--- config.mk ---
export PLATFORM = sky130hd
export DESIGN_NAME = multicycle_controller
export DESIGN_NICKNAME = d
export VERILOG_FILES = /design/src/rtl/multicycle_controller.sv
export SDC_FILE = /design/constraint.sdc
export NUM_CORES = 1
export LEC_CHECK = 0
export ABC_CLOCK_PERIOD_IN_PS = 3510
export CORE_MARGIN = 2
export CORE_UTILIZATION = 35
export CTS_CLUSTER_SIZE = 10
export DETAILED_ROUTE_END_ITERATION = 10
export PLACE_DENSITY = 0.85
export REMOVE_ABC_BUFFERS = 1
export SLEW_MARGIN = 20
export SYNTH_ARGS = -nofsm -noshare
export SYNTH_HDL_FRONTEND = slang
export SYNTH_SLANG_ARGS = --single-unit
--- constraint.sdc ---
create_clock -name clk -period 3.51 [get_ports clk]
set_clock_uncertainty 0.1 [all_clocks]
set_input_delay 0.702 -clock clk [delete_from_list [all_inputs] [get_ports clk]]
set_output_delay 0.702 -clock clk [all_outputs]
set_load 0.05 [all_outputs]
--- src/rtl/multicycle_controller.sv ---
// Multi-cycle RV32I control FSM: FETCH/DECODE/EXECUTE/MEMORY/WRITEBACK sequencing of the datapath muxes and enables.
// Latency: branch 3, store/ALU/jump 4, load 5 cycles with zero-wait memories; each memory wait cycle adds one.
// Backpressure: holds imem_req/dmem_req until ready; optional TRAP state via ILLEGAL_TRAP_EN.
module multicycle_controller #(
    parameter int XLEN        = 32,
    parameter int MEM_TIMEOUT = 0
) (
    input  logic            clk,
    input  logic            rst,
    input  logic [XLEN-1:0] instruction,
    output logic            imem_req,
    input  logic            imem_ready,
    output logic            dmem_req,
    output logic            dmem_we,
    input  logic            dmem_ready,
    input  logic            branch_taken,
    output logic            ir_write,
    output logic            pc_write,
    output logic [1:0]      pc_src,
    output logic [2:0]      imm_sel,
    output logic [1:0]      alu_src_a,
    output logic            alu_src_b,
    output logic [1:0]      alu_op,
    output logic            reg_write,
    output logic [1:0]      wb_sel,
    output logic            mem_timeout,
`ifdef ILLEGAL_TRAP_EN
    output logic            illegal_instr,
`endif
    output logic [2:0]      state
);

    typedef enum logic [2:0] {
        S_FETCH     = 3'd0,
        S_DECODE    = 3'd1,
        S_EXECUTE   = 3'd2,
        S_MEMORY    = 3'd3,
        S_WRITEBACK = 3'd4,
        S_TRAP      = 3'd5
    } state_t;

    localparam logic [6:0] OP_R      = 7'b0110011;
    localparam logic [6:0] OP_IALU   = 7'b0010011;
    localparam logic [6:0] OP_LOAD   = 7'b0000011;
    localparam logic [6:0] OP_STORE  = 7'b0100011;
    localparam logic [6:0] OP_BRANCH = 7'b1100011;
    localparam logic [6:0] OP_LUI    = 7'b0110111;
    localparam logic [6:0] OP_AUIPC  = 7'b0010111;
    localparam logic [6:0] OP_JAL    = 7'b1101111;
    localparam logic [6:0] OP_JALR   = 7'b1100111;

    state_t     cur_state;
    state_t     state_next;
    logic [6:0] opcode_q;
    logic       mem_to_q;

    // Only the opcode field is latched; the datapath keeps its own copy of the full IR.
    logic unused_instr_bits;
    assign unused_instr_bits = &{1'b0, instruction[XLEN-1:7]};

    logic is_r, is_ialu, is_load, is_store, is_branch, is_lui, is_auipc, is_jal, is_jalr;
    logic is_valid;

    always_comb begin
        is_r      = (opcode_q == OP_R);
        is_ialu   = (opcode_q == OP_IALU);
        is_load   = (opcode_q == OP_LOAD);
        is_store  = (opcode_q == OP_STORE);
        is_branch = (opcode_q == OP_BRANCH);
        is_lui    = (opcode_q == OP_LUI);
        is_auipc  = (opcode_q == OP_AUIPC);
        is_jal    = (opcode_q == OP_JAL);
        is_jalr   = (opcode_q == OP_JALR);
        is_valid  = is_r | is_ialu | is_load | is_store | is_branch |
                    is_lui | is_auipc | is_jal | is_jalr;
    end

    always_ff @(posedge clk) begin
        if (rst) begin
            cur_state <= S_FETCH;
            opcode_q  <= 7'd0;
        end else begin
            cur_state <= state_next;
            if (cur_state == S_FETCH && imem_ready) begin
                opcode_q <= instruction[6:0];
            end
        end
    end

    always_comb begin
        state_next = cur_state;
        imem_req   = 1'b0;
        dmem_req   = 1'b0;
        dmem_we    = 1'b0;
        ir_write   = 1'b0;
        pc_write   = 1'b0;
        pc_src     = 2'b00;
        imm_sel    = 3'd0;
        alu_src_a  = 2'b00;
        alu_src_b  = 1'b0;
        alu_op     = 2'b00;
        reg_write  = 1'b0;
        wb_sel     = 2'b00;
        mem_timeout = mem_to_q;
`ifdef ILLEGAL_TRAP_EN
        illegal_instr = 1'b0;
`endif

        // imm_sel is held from DECODE until the next FETCH so the muxes see a stable immediate.
        if (cur_state != S_FETCH) begin
            if (is_ialu || is_load || is_jalr)  imm_sel = 3'd0;
            else if (is_store)                  imm_sel = 3'd1;
            else if (is_branch)                 imm_sel = 3'd2;
            else if (is_lui || is_auipc)        imm_sel = 3'd3;
            else if (is_jal)                    imm_sel = 3'd4;
        end

        case (cur_state)
            S_FETCH: begin
                imem_req = 1'b1;
                if (imem_ready) begin
                    ir_write   = 1'b1;
                    state_next = S_DECODE;
                end
            end
            S_DECODE: begin
`ifdef ILLEGAL_TRAP_EN
                state_next = is_valid ? S_EXECUTE : S_TRAP;
`else
                state_next = S_EXECUTE;
`endif
            end
            S_EXECUTE: begin
                if (is_r) begin
                    alu_op     = 2'b10;
                    state_next = S_WRITEBACK;
                end else if (is_ialu) begin
                    alu_src_b  = 1'b1;
                    alu_op     = 2'b10;
                    state_next = S_WRITEBACK;
                end else if (is_load || is_store) begin
                    alu_src_b  = 1'b1;
                    state_next = S_MEMORY;
                end else if (is_lui) begin
                    alu_src_a  = 2'b10;
                    alu_src_b  = 1'b1;
                    state_next = S_WRITEBACK;
                end else if (is_auipc) begin
                    alu_src_a  = 2'b01;
                    alu_src_b  = 1'b1;
                    state_next = S_WRITEBACK;
                end else if (is_branch) begin
                    alu_op     = 2'b01;
                    pc_write   = 1'b1;
                    pc_src     = branch_taken ? 2'b01 : 2'b00;
                    state_next = S_FETCH;
                end else if (is_jal || is_jalr) begin
                    state_next = S_WRITEBACK;
                end else begin
                    // Unrecognised opcode retires as a NOP.
                    pc_write   = 1'b1;
                    state_next = S_FETCH;
                end
            end
            S_MEMORY: begin
                dmem_req = 1'b1;
                dmem_we  = is_store;
                if (dmem_ready) begin
                    if (is_store) begin
                        pc_write   = 1'b1;
                        state_next = S_FETCH;
                    end else begin
                        state_next = S_WRITEBACK;
                    end
                end
            end
            S_WRITEBACK: begin
                reg_write  = 1'b1;
                pc_write   = 1'b1;
                state_next = S_FETCH;
                if (is_load)                 wb_sel = 2'b01;
                else if (is_jal || is_jalr)  wb_sel = 2'b10;
                if (is_jal)                  pc_src = 2'b10;
                else if (is_jalr)            pc_src = 2'b11;
            end
`ifdef ILLEGAL_TRAP_EN
            S_TRAP: begin
                imm_sel       = 3'd0;
                illegal_instr = 1'b1;
            end
`endif
            default: state_next = S_FETCH;
        endcase

        // Reset gates every output so a request or write never leaks through mid-operation.
        if (rst) begin
            imem_req    = 1'b0;
            dmem_req    = 1'b0;
            dmem_we     = 1'b0;
            ir_write    = 1'b0;
            pc_write    = 1'b0;
            pc_src      = 2'b00;
            imm_sel     = 3'd0;
            alu_src_a   = 2'b00;
            alu_src_b   = 1'b0;
            alu_op      = 2'b00;
            reg_write   = 1'b0;
            wb_sel      = 2'b00;
            mem_timeout = 1'b0;
`ifdef ILLEGAL_TRAP_EN
            illegal_instr = 1'b0;
`endif
        end
    end

    assign state = rst ? 3'd0 : cur_state;

    generate
        if (MEM_TIMEOUT > 0) begin : g_timeout
            localparam int CW = $clog2(MEM_TIMEOUT + 1);
            logic [CW-1:0] wait_cnt;
            logic          waiting;

            // A wait can only end by ready, which also changes state, so one clear condition covers both.
            assign waiting = (cur_state == S_FETCH  && !imem_ready) ||
                             (cur_state == S_MEMORY && !dmem_ready);

            always_ff @(posedge clk) begin
                if (rst) begin
                    wait_cnt <= '0;
                    mem_to_q <= 1'b0;
                end else if (waiting) begin
                    if (wait_cnt != CW'(MEM_TIMEOUT)) begin
                        wait_cnt <= wait_cnt + CW'(1);
                    end
                    if (wait_cnt == CW'(MEM_TIMEOUT - 1)) begin
                        mem_to_q <= 1'b1;
                    end
                end else begin
                    wait_cnt <= '0;
                end
            end
        end else begin : g_no_timeout
            assign mem_to_q = 1'b0;
        end
    endgenerate

endmodule

Word level (Yosys, flattened, before mapping)
Index checks and enable logic that the tools add are counted.
Storage, ports and cells
  register bits after elaboration: 10
  bits of input ports: 37
  output and inout port bits: 22
Cells by class
  muxes and demuxes: 78
  reductions and logical operators: 9
  eq/ne operators: 15
Operator list (count)
  $mux W3: 18
  $mux W1: 40
  $mux W2: 17
  $eq A7 B6 Y1 const B: 3
  $eq A7 B7 Y1 const B: 3
  $eq A7 B5 Y1 const B: 2
  $pmux W3 S4: 1
  $eq A7 B2 Y1 const B: 1
  $eq A3 B2 Y1 const B: 2
  $logic_or A1 B1 Y1: 5
  $ne A2 B2 Y1 const B: 2
  $pmux W2 S2: 1
  $eq A3 B1 Y1 const B: 1
  $eq A3 B3 Y1 const B: 1
  $logic_not A3 Y1: 1
  $pmux W1 S3: 1
  $reduce_bool A3 Y1: 1
  $reduce_and A2 Y1: 1
  $logic_and A1 B1 Y1: 1

Depth between registers and ports, before layout
Gate-level depths: netlist of the first run.
  word-level depth: 11
  gate-level depth with buffers: 6

Worst setup path after synthesis of the first run
OpenSTA, ideal clock, no wires.
  path type: in2out
  start point: input rst
  end point: output dmem_we
  data required time: 2.708 ns
  path slack: -0.672 ns
  stages on the path: 3
  data arrival time: 3.380 ns
  cells stage by stage: nor2b_1 nor3b_1 and3_1
Between the ends
  cells in the longest elaborated chain, start to end: 1
Ends and longest elaborated chain
  start, declared: line 9  | input logic rst,
  $mux W1: line 196  | if (rst) begin
  end, declared: line 14  | output logic dmem_we,
Every way passes these cells.

Final worst setup path of the first run
  start point: input rst
  end point: output alu_src_b
Between the ends
  cells in the longest elaborated chain, start to end: 1
Ends and longest elaborated chain
  $mux W1: line 196
  end, declared: line 22  | output logic alu_src_b,
Every way passes these cells.

==> results of run 1 <==
-- power groups by stage --
stage                     clock (uW)  sequential (uW)  combinational (uW)
after CTS                       78.0              134                77.0
after global routing            83.3              137                83.1
after floorplan                    0              134                44.4
after detailed placement           0              137                76.6
after global placement             0              136                74.7
final                           76.0              135                77.4
-- area by class of cell --
class	instances	area, sq um
sequential	10	200
tap	27	33.8
inverter	4	15.0
clock buffer	3	22.5
multi-input combinational	88	470
timing repair buffer	34	463
fill	158	777
-- through the flow --
| step | utilization | setup slack, ns |
|---|---|---|
| global placement | 0.597 | 0.339 |
| floorplan | - | -0.672 |
| finish | 0.608 | 0.277 |
| CTS | 0.608 | 0.304 |
| global route | 0.608 | 0.185 |
| detailed placement | 0.597 | 0.313 |
-- how the worst min path moves through the flow --
stage	cells after the start	slack [ns]	endpoint
finish	2	0.41	opcode_q[3]
global route	2	0.45	opcode_q[3]
CTS	2	0.41	opcode_q[3]
detailed placement	2	0.40	opcode_q[3]
global placement	2	0.39	opcode_q[3]
floorplan	2	0.36	opcode_q[5]
-- cell usage after synthesis (2+ instances only) --
cell type  count  area (sq um)
buf_4          2          15.0
nand3_1        3          15.0
nor3_1        10          50.1
nor2b_1        5          31.3
inv_1          4          15.0
nor2_1        13          48.8
nand2b_1       3          18.8
and3_1         3          18.8
a21oi_1        9          45.0
nand2_1       23          86.3
dfxtp_1       10           200
buf_2          4          20.0
a211oi_1       2          15.0
-- per-layer routing --
metal / vias to the layer above / part of all wire
met1: 367 / 0.39
met3: 5 / 0.089
met4: 0 / 0.017
li1: 434 / -
met2: 57 / 0.50
met5: - / 0
-- worst register-to-register path, cell delays in order (launching register included) --
cell and delay, ns:
dfxtp_1 0.54, nand4_1 0.22, nor2_1 0.30, o22ai_1 0.14, a221oi_1 0.23
-- sequential cells by signal, indices dropped and copies added, names as in the netlist --
signal / count
opcode_q: 7
cur_state: 3
-- kinds of logic (layout without fill, tap and decap cells) --
logic type	Yosys count	in the layout	share of synthesized area
buffers and inverters	12	41	0.0884
flip-flops	10	10	0.272
AO/OA/AOI/OAI	18	18	0.148
other	1	1	0.00510
AND/OR/NAND/NOR	69	69	0.486
==> flow_summary.yaml, run 1 <==
outcome:
  status: "complete, no violations"
grt:
  grt_util_all_layers: 0.180
  antenna_found_initial: 0
  grt_util_met2: 0.309
  gr-usage-met1: 0.196
  grt_busiest_layer: "met2"
  grt_pass1_wl_um: 3390
  grt_overflow_total: 0
  grt_pass1_vias: 787
  grt_max_degree: 15
  gr-usage-met3: 0.0333
yosys:
  yosysWarnings: 0
  avgSynthCellArea_sq_um: 6.69
  synth_edf_count: 0
  ys_async_sr_fraction: 0
  synth_seq_cells: 10
  yosysUniqueCellTypes: 32
  synth_cells: 110
  synth_ff_type: "dfxtp_1"
  syn_area_sq_um: 736
  seq_area_frac_synth: 0.272
worst_setup_path:
  start_kind: "input pin"
  crit_type: "input pin to output pin"
  path_delay_family: "buffers and inverters"
  cp-endpoint: "alu_src_b"
  crit_path_top_delay_cell: "clkdlybuf4s50_1"
  reg2reg_slack_ns: 1.91
  worstPathArrival_ns: 2.43
  worst-path-stages: 5
  crit_path_max_fanout: 8
  startpoint: "rst"
  crit_required_ns: 2.71
  rr_worst_depth: 4
  end_kind: "output pin"
  worstPathCellList: "clkdlybuf4s50_1 > nor3_1 > nand3_1 > a211oi_1 > buf_12"
  r2r_start: "opcode_q[2]"
  r2r-end: "cur_state[2]"
  max_stage_delay_ns: 0.57
  crit_buf_inv: 2
place:
  placed_cells: 163
  gp_congestion: 0.952
  dp_hpwl_um: 1730
  port_buffers: 32
  place_area_sq_mm: 0.00118
timing:
  hold_violations: 0
  slew_headroom: 0.641
  worst_slew_pin_slew_ns: 0.531
  setup_violations: 0
  rsz0062_at_grt: "false"
  setup_tns_ns: 0
  slew_violations: 0
  period_share: 0.921
  whs_ns: 0.412
  fin_crit_ns: 3.23
  fmax_mhz: 309
power:
  p_per_area_mw_per_mm2: 239
  power.internal_uw: 194
  pwr-share-comb: 0.269
  switching_share: 0.327
  p_leak_uw: 0.000452
  pwr-share-seq: 0.468
  p_sw_uw: 94.2
  clockPowerShare: 0.264
  worst_ir_drop_vdd_uv: 158
  total_power_uw: 288
clock_network:
  clkSinkCount: 10
  ctsHoldBuffers: 0
  htree_levels: 1
  clockBufferDepth: 2
  cts_tree: "yes"
  ctsResizeCount: 0
  postCtsSetupRepairBufs: 0
  cts_root_buf: "clkbuf_4"
  clk_pin_slew_worst_paths_ns: 0.06
  clk_latency_ns: 0.26
  cts_buffers: 3
drt:
  routed_wl_um: 2120
  firstDrtPassIters: 4
  remaining_drc_errors: 0
  ant_nets: 0
  drt-initial-drc-count: 28
  viasPerCell: 5.20
  vias: 863
  routedWlPerCell_um: 12.8
cells_and_area:
  area_growth_pct: 63.8
  fin_area_sq_mm: 0.00120
  final_nets: 178
  drive_gt1_frac: 0.194
  antenna_cells: 0
  stdcell_count: 166
  final_common_cell: "nand2_1"
  final_cell_mix: "nand2_1, buf_12, nor2_1, clkdlybuf4s50_1"
hold_path:
  hold_start: "opcode_q[3]"
  hp-class: "flip-flop to flip-flop"
floorplanning:
  die-area_sq_mm: 0.00248
  initial_core_util: 0.371
  rows: 16
  die_w_um: 49.8
  die_h_um: 49.8
  ioPinCount: 59
  coreArea_sq_mm: 0.00198
job:
  maxCapViolations: 0
Note: power is estimated with default switching activity, not from simulation.
==> run 2, diff against run 1 <==
- CELL_PAD_IN_SITES_DETAIL_PLACEMENT: default -> 1
- CELL_PAD_IN_SITES_GLOBAL_PLACEMENT: default -> 1
- CORE_UTILIZATION: 35 -> 22
- PLACE_DENSITY: 0.85 -> default
- PLACE_DENSITY_LB_ADDON: default -> 0.1
- RECOVER_POWER: default -> 50
==> run 2 against run 1 <==
  * Die area grew 54%
  * Clock power up 1%
  * First-iteration DRC count decreased by 71%
  * Non-clock buffer count increased by 1
  * Power shrank 0.15%
  * Final area is 0.41% higher
  * Sequential share of layout area shrank 0.069 points
  * Largest cell class unchanged
  * Highest routed layer unchanged
==> flow_summary.yaml, run 2 (synthesis gave the netlist of run 1 again) <==
drt:
  remaining_drc_errors: 0
  viasPerCell: 4.68
  firstDrtPassIters: 4
  routed_wl_um: 2430
  vias: 862
  routedWlPerCell_um: 13.2
  drt-initial-drc-count: 8
  ant_nets: 0
place:
  port_buffers: 32
  place_area_sq_mm: 0.00121
  dp_hpwl_um: 2070
  gp_congestion: 0.776
worst_setup_path:
  crit_path_top_delay_cell: "clkdlybuf4s50_1"
  max_stage_delay_ns: 0.47
  crit_path_max_fanout: 9
  worstPathArrival_ns: 2.32
  path_delay_family: "buffers and inverters"
  worstPathCellList: "clkdlybuf4s50_1 > clkbuf_1 > nor2b_1 > nor3b_1 > and3_1 > buf_12"
  crit_required_ns: 2.71
  start_kind: "input pin"
  reg2reg_slack_ns: 1.82
  end_kind: "output pin"
  crit_type: "input pin to output pin"
  crit_buf_inv: 3
hold_path:
  hp-class: "flip-flop to flip-flop"
power:
  worst_ir_drop_vdd_uv: 139
  power.internal_uw: 192
  switching_share: 0.333
  clockPowerShare: 0.267
  p_per_area_mw_per_mm2: 238
  p_sw_uw: 95.7
  p_leak_uw: 0.000441
  pwr-share-comb: 0.263
  total_power_uw: 288
  pwr-share-seq: 0.470
timing:
  rsz0062_at_grt: "false"
  worst_slew_pin_slew_ns: 0.613
  slew_violations: 0
  fin_crit_ns: 3.12
  period_share: 0.890
  fmax_mhz: 320
  setup_violations: 0
  slew_headroom: 0.593
  hold_violations: 0
cells_and_area:
  fillers: 384
  final_common_cell: "nand2_1"
  regMostFlops: "opcode_q"
  area_growth_pct: 64.5
  drive_gt1_frac: 0.179
  seqCellArea_sq_um: 200
  fin_area_sq_mm: 0.00121
  final_cell_mix: "nand2_1, buf_12, nor2_1"
  antenna_cells: 0
  multiInputGateArea_sq_um: 470
  top_regs: "opcode_q: 7 flops, cur_state: 3 flops"
  largest_reg_flops: 7
  final_nets: 179
job:
  maxCapViolations: 0
floorplanning:
  coreArea_sq_mm: 0.00313
  die-area_sq_mm: 0.00382
  initial_core_util: 0.235
  rows: 20
  ioPinCount: 59
  die_w_um: 61.8
  die_h_um: 61.8
clock_network:
  clockBufferDepth: 2
  ctsResizeCount: 0
  clk_pin_slew_worst_paths_ns: 0.06
  ctsHoldBuffers: 0
  htree_levels: 1
  cts_tree: "yes"
  cts_buffers: 3
  cts_root_buf: "clkbuf_4"
  clk_latency_ns: 0.26
  clkSinkCount: 10
  postCtsSetupRepairBufs: 0
grt:
  grt_pass1_vias: 852
  grt_overflow_total: 0
  grt_util_all_layers: 0.144
  grt_max_degree: 15
  antenna_found_initial: 0
  grt_pass1_wl_um: 4110
outcome:
  status: "complete, no violations"
-- run 2: cell count changes in the layout (fill, tap and decap cells not counted), sizes merged --
cell           before  now
clkdlybuf4s50      13    9
dlygate4sd3         0    2
buf                21   19
clkbuf              3    8
-- run 2: area by class of cell --
cell class | instances | share of cell area
multi-input combinational | 88 | 0.389
timing repair buffer | 35 | 0.369
sequential | 10 | 0.165
tap | 44 | 0.0455
clock buffer | 3 | 0.0186
inverter | 4 | 0.0124
-- run 2: power by group through the flow --
stage	sequential, uW	clock (uW)	combinational [uW]
6_report	135	76.9	75.6
5_1_grt	138	85.1	83.0
4_1_cts	135	81.4	79.0
3_5_place_dp	138	0	78.7
3_3_place_gp	138	0	77.3
2_1_floorplan	134	0	44.4
-- run 2: metrics by stage --
stage | hold slack [ns] | TNS [ns] | util | worst slack (ns) | instances
2_1_floorplan | 0.365 | -0.721 | - | -0.672 | 102
3_3_place_gp | 0.402 | 0 | 0.386 | 0.379 | 181
3_5_place_dp | 0.407 | 0 | 0.386 | 0.385 | 181
4_1_cts | 0.420 | 0 | 0.393 | 0.376 | 184
5_1_grt | 0.455 | 0 | 0.387 | 0.180 | 184
6_report | 0.412 | 0 | 0.387 | 0.386 | 184
-- run 2: worst register-to-register path, delay by kind of cell, from the launching register on --
kind / cells / cell delay, ns
compound gates: 1 / 0.07
buf+inv: 1 / 0.22
simple gates: 3 / 0.62
flops: 1 / 0.60
-- run 2: final timing paths --
| path | start | endpoint | cells past startpoint |
|---|---|---|---|
| hold / removal | opcode_q[3] | opcode_q[3] | 2 |
| setup / recovery | rst | dmem_we | 6 |
| setup reg to reg | cur_state[1] | cur_state[0] | 5 |
| hold reg to reg | opcode_q[3] | opcode_q[3] | 2 |
-- run 2: per-layer routing --
metal,part of all wire,global-route usage,wire [um],up-vias
met1,0.48,0.196,1160,399
li1,-,-,-,441
met5,0,0,0,-
met3,0.038,0.0124,92,2
met4,0.0037,0.0547,9,0
met2,0.48,0.236,1170,20
